File: src/rtl/instr_fetch_unit.sv
`default_nettype none
// ============================================================================
// Module   : instr_fetch_unit
// Purpose  : MIPS fetch stage with PC, word-addressed instruction memory,
//            field split and IDLE/RUN/HALT issue control.
//            Optional opcode trap: FETCH_ILLEGAL_OP_TRAP_EN.
// Revision : 1.0
// ============================================================================
module instr_fetch_unit #(
    parameter int          ADDR_W   = 6,
    parameter logic [31:0] RESET_PC = 32'h0000_0000
) (
    input  logic              clk,
    input  logic              rst_n,
    input  logic              start,
    input  logic              halt,
    input  logic              stall,
    input  logic              branch_taken,
    input  logic              imem_we,
    input  logic [ADDR_W-1:0] imem_waddr,
    input  logic [31:0]       imem_wdata,
    output logic [31:0]       pc,
    output logic [31:0]       instr,
    output logic [5:0]        opcode,
    output logic [4:0]        rs,
    output logic [4:0]        rt,
    output logic [4:0]        rd,
    output logic [4:0]        shamt,
    output logic [5:0]        funct,
    output logic [15:0]       imm,
    output logic              instr_valid,
    output logic              illegal_op
);

    localparam int         c_DEPTH = 2 ** ADDR_W;
    localparam logic [1:0] c_IDLE  = 2'd0;
    localparam logic [1:0] c_RUN   = 2'd1;
    localparam logic [1:0] c_HALT  = 2'd2;

    // PC is kept as a word address so the two low bits are structurally zero
    logic [29:0] r_pcWord;
    logic [29:0] w_pcWordNext;
    logic [29:0] w_seqWord;
    logic [29:0] w_branchWord;
    logic [1:0]  r_state;
    logic [1:0]  w_stateNext;
    logic        r_instrValid;
    logic        r_illegalOp;
    logic        w_illegal;
    logic [31:0] r_imem [c_DEPTH];

    assign pc     = {r_pcWord, 2'b00};
    assign instr  = r_imem[r_pcWord[ADDR_W-1:0]];
    assign opcode = instr[31:26];
    assign rs     = instr[25:21];
    assign rt     = instr[20:16];
    assign rd     = instr[15:11];
    assign shamt  = instr[10:6];
    assign funct  = instr[5:0];
    assign imm    = instr[15:0];

    assign instr_valid = r_instrValid;
    assign illegal_op  = r_illegalOp;

    assign w_seqWord    = r_pcWord + 30'd1;
    assign w_branchWord = w_seqWord + {{14{imm[15]}}, imm};

`ifdef FETCH_ILLEGAL_OP_TRAP_EN
    always_comb begin
        w_illegal = 1'b0;
        if ((r_state == c_RUN) && !stall) begin
            case (opcode)
                6'b000000, 6'b100011, 6'b101011, 6'b000100: w_illegal = 1'b0;
                default:                                    w_illegal = 1'b1;
            endcase
        end
    end
`else
    assign w_illegal = 1'b0;
`endif

    // Halt and trap both freeze the PC on the current instruction
    always_comb begin
        w_stateNext  = r_state;
        w_pcWordNext = r_pcWord;
        case (r_state)
            c_IDLE: begin
                if (start) w_stateNext = c_RUN;
            end
            c_RUN: begin
                if (halt || w_illegal) begin
                    w_stateNext = c_HALT;
                end else if (!stall) begin
                    w_pcWordNext = branch_taken ? w_branchWord : w_seqWord;
                end
            end
            c_HALT: begin
                if (start) w_stateNext = c_RUN;
            end
            default: w_stateNext = c_IDLE;
        endcase
    end

    always_ff @(posedge clk or negedge rst_n) begin
        if (!rst_n) begin
            r_state      <= c_IDLE;
            r_pcWord     <= RESET_PC[31:2];
            r_instrValid <= 1'b0;
            r_illegalOp  <= 1'b0;
        end else begin
            r_state      <= w_stateNext;
            r_pcWord     <= w_pcWordNext;
            r_instrValid <= (w_stateNext == c_RUN);
            if (w_illegal) r_illegalOp <= 1'b1;
        end
    end

    // Contents survive reset; read port is asynchronous
    always_ff @(posedge clk) begin
        if (imem_we) r_imem[imem_waddr] <= imem_wdata;
    end

endmodule
`default_nettype wire

File: config.mk
export PLATFORM = sky130hd
export DESIGN_NAME = instr_fetch_unit
export DESIGN_NICKNAME = d
export VERILOG_FILES = /design/src/rtl/instr_fetch_unit.sv
export SDC_FILE = /design/constraint.sdc
export NUM_CORES = 2
export LEC_CHECK = 0
export ABC_AREA = 1
export CAP_MARGIN = 20
export CORE_ASPECT_RATIO = 0.6
export CORE_MARGIN = 2
export CORE_UTILIZATION = 56
export CTS_CLUSTER_SIZE = 20
export DETAILED_ROUTE_END_ITERATION = 10
export PLACE_DENSITY_LB_ADDON = 0.1
export SYNTH_ARGS = -nofsm -noshare
export SYNTH_HDL_FRONTEND = slang
export SYNTH_SLANG_ARGS = --single-unit
File: constraint.sdc
create_clock -name clk -period 3.1 [get_ports clk]
set_input_delay 0.93 -clock clk [delete_from_list [all_inputs] [get_ports clk]]
set_output_delay 0.93 -clock clk [all_outputs]
set_load 0.01 [all_outputs]
==> metrics.md <==
| Metric | Value |
|---|---|
| Drt via density | 6.53 |
| I/O pins | ~160 |
| Clock skew | 0.0352 ns |
| CP Capture Type | output port |
| Ys async rst share | roughly 1.6% |
| Starting Density | 56.3% |
| Max-cap viol count | 0 |
| Fin nets | approximately 7,300 |
| Num rows | 110 |
| Mapped Area | between 80,000 and 90,000 sq um |
| Global route total overflow | 0 |
| CP Launch Type | flip-flop |
| Worst Path Max Fanout | 8 |
| Initial antenna violation count | 17 |
| Ys Warns | 0 |
| Number of synthesized flops with an enable pin | slightly above 2,000 |
| Worst slew margin | about two fifths |
| Clock sink count | around 2,100 |
| Die Span Y | a little over 300 microns |
| Final setup violation count | 111 |
| Vias in the first global route | between 50,000 and 60,000 |
| Actual slew at the worst max-slew pin | 0.926 ns |
| Seq cells post-synth | 2,081 |
| Largest net degree at the start of global routing | 65 |
| Setup TNS Final | -124.22 ns |
| Total die area | ~150,000 sq um |
| WP depth | 14 |
| Final GP Congestion | around 0.97 |
| CP arrival | 3.54 ns |
| DRT antenna net count | 0 |
| Seq/Total Area, Yosys | between 70% and 80% |
| Power density cells | 1070 nW/um^2 |
| Status | complete, but fails checks |
| Fill cell count | roughly 10,000 |
| Crit Path Class | flip-flop to output port |
| CTS Root Cell | clkbuf_16 |
| H-tree lvl count | 4 |
| Core area | 149,000 sq um |
| Most frequent cells after synthesis | edfxtp_1, nor2_1, o21ai_0 |
| Synth Flop Type | edfxtp_1 |
| Num CTS Buffers | 180 |
| VDD IR max | just over 0.8 mV |
| Total GRT Usage | roughly 36% |
| Clock Tree Buf Depth | 3 |
| IO Port Bufs | 155 |
| Drt drc | 0 |
| RSZ-0062 raised after global routing | yes |
| Hold depth | 1 |
| Place WS | -1.19 ns |
| Synth top area share | approximately 73% |
| Failing checks | setup timing |
| Max Slew Vio Count | 0 |
| CP top delay family | buffers and inverters |
| CTS clk-pin slew, worst paths | roughly 0.07 ns |
| Synth cell types | 49 |
| TritonCTS clock tree | done |
| Global-route wire length before repair | between 400,000 and 500,000 microns |
| Final WL | approximately 290,000 microns |
| Drt pass-1 iters | 6 |
| Gate count after technology mapping | 6,525 |
| Final min period | around 4.5 ns |
| Hold violation count in the final report | 0 |
| Area delta synth->final | 25.8% |
| Via Count | just over 60,000 |
| DP HPWL | between 150,000 and 200,000 microns |
| Drt first-iter violations | 10,200 |
| Cell depth of the worst flop-to-flop path | 28 |
| Largest area contributor in the netlist | edfxtp_1 |
| Crit path buf inv count | 8 |
| Required @ worst endpoint | about 2.2 ns |
| Crit path cell chain | buf_12 > buf_16 > buf_12 > buf_12 > buf_16 > nor2_4 > o22ai_1 > o211ai_1 > nand3_1 > buf_6 > nand3_4 > nand3_4 > buf_12 > buf_6 |
| Drt wl/cell | 30.3 microns |
| Critical Path Most Common Cell | buf_12 |
| Clock Latency Late Sink | roughly 0.84 ns |
| Layout cells sized above 1 | between 20% and 30% |
| Crit-path slowest cell | dfrtp_4 |
| Hold WC Path Type | flip-flop to flip-flop |
| Die width | slightly above 500 microns |
| Period utilisation layout | 144% |
| Top-count cell post-synth | edfxtp_1 |
| Post-Syn Area per Cell | ~13 sq um |
| FMAX | ~0.22 GHz |
| Setup ws final | -1.37 ns |
| Largest cells by area after synthesis | edfxtp_1, o21ai_0, nor2_1 |
| Leak pwr | between 30 and 40 nW |
| Slowest stage delay, CP | slightly below 0.6 ns |
==> per-stage QoR <==
stage / hold WS, ns / cells / utilization, % / total power, mW / cell area [sq um]
after floorplan: 0.465 / 6527 / - / 56.4 / 85000
after global placement: 0.475 / 8937 / 63.1 / 78.2 / 94300
after detailed placement: 0.495 / 8937 / 63.1 / 78.6 / 94300
after CTS: 0.467 / 9415 / 70.0 / 109 / 105000
after global routing: 0.517 / 9431 / 70.8 / 118 / 106000
final: 0.505 / 9434 / 70.8 / 114 / 106000
==> report_power, final <==
| part | switching, mW | internal (mW) |
|---|---|---|
| clock network | 10.3 | 12.0 |
| logic | 34.3 | 25.2 |
| registers | 0.493 | 31.3 |
| total | 45.1 | 68.4 |
==> registers in the layout, summed over array words and instances, names as in the netlist <==
signal,flops
instr_valid,1
r_imem,2048
r_pcWord,30
r_state,2
==> metal layers <==
metal  track usage (%)  wire length, microns  up-vias
li1                  -                     -    25900
met1              56.9                114000    30500
met2              49.5                118000     4706
met3              10.1                 44400      603
met4              11.5                  9490        4
met5                 0                    42        -
==> path summary, 6_finish.rpt <==
check                            start      endpoint  slack, ns
setup / recovery           r_pcWord[0]        imm[6]      -1.37
hold / removal              r_state[0]    r_state[0]       0.51
setup reg to reg           r_pcWord[0]  r_pcWord[19]      -1.15
hold reg to reg             r_state[0]    r_state[0]       0.51
max in group asynchronous        rst_n  r_pcWord[25]       1.82
min in group asynchronous        rst_n   r_pcWord[6]       0.52
==> cells by family (layout without fill, tap and decap cells) <==
logic type      count (synthesis)  after routing  share of synthesized area (%)
fa+ha+maj                      31             31                          0.470
compound gates               1751           1751                           12.0
xor+xnor                       33             33                          0.344
buf+inv                       623           1505                           3.38
other cells                     1             12                        0.00446
flops                        2081           2081                           74.1
simple gates                 2005           2005                           9.65
==> placed cells by master, fill, tap and decap left out, types with 40 or more instances in the layout <==
cell       instances
a21oi_1           65
nand4_1           42
nor2_2            41
clkbuf_16        189
buf_4            538
inv_1            109
edfxtp_1        2048
o211ai_1          53
o221ai_1         179
buf_12           194
buf_2             44
nor2_4            85
nand3_4           46
o21ai_0          827
nor2_1          1000
nand2_2           54
clkbuf_1          40
clkinv_1          40
o22ai_1          284
clkinv_2          42
nand3_2           70
buf_6            146
o21ai_2           81
nand3_1          180
nand2_1          413
o21ai_1          135
==> repair_timing <==
item                                    4_1_cts  5_1_grt
hold buffers                                  1        0
endpoints found under the hold margin         9        0
gates resized for setup                    1093      300
endpoints found under the setup margin      113      113
pin swaps                                   285      185
cloned                                       40        4
buffers inserted                            114       16
==> cell type report <==
| class | instances | area (sq um) | share of cell area, % |
|---|---|---|---|
| Timing Repair inverter | 1 | 20.0 | 0.0189 |
| Antenna cell | 9 | 22.5 | 0.0213 |
| Tap cell | 2016 | 2520 | 2.38 |
| Inverter | 128 | 537 | 0.507 |
| Multi-Input combinational cell | 3823 | 22500 | 21.3 |
| Clock buffer | 225 | 4780 | 4.52 |
| Clock inverter | 107 | 876 | 0.828 |
| Timing Repair Buffer | 1044 | 12200 | 11.5 |
| Sequential cell | 2081 | 62300 | 58.9 |
(Power assumes the default switching activity.)
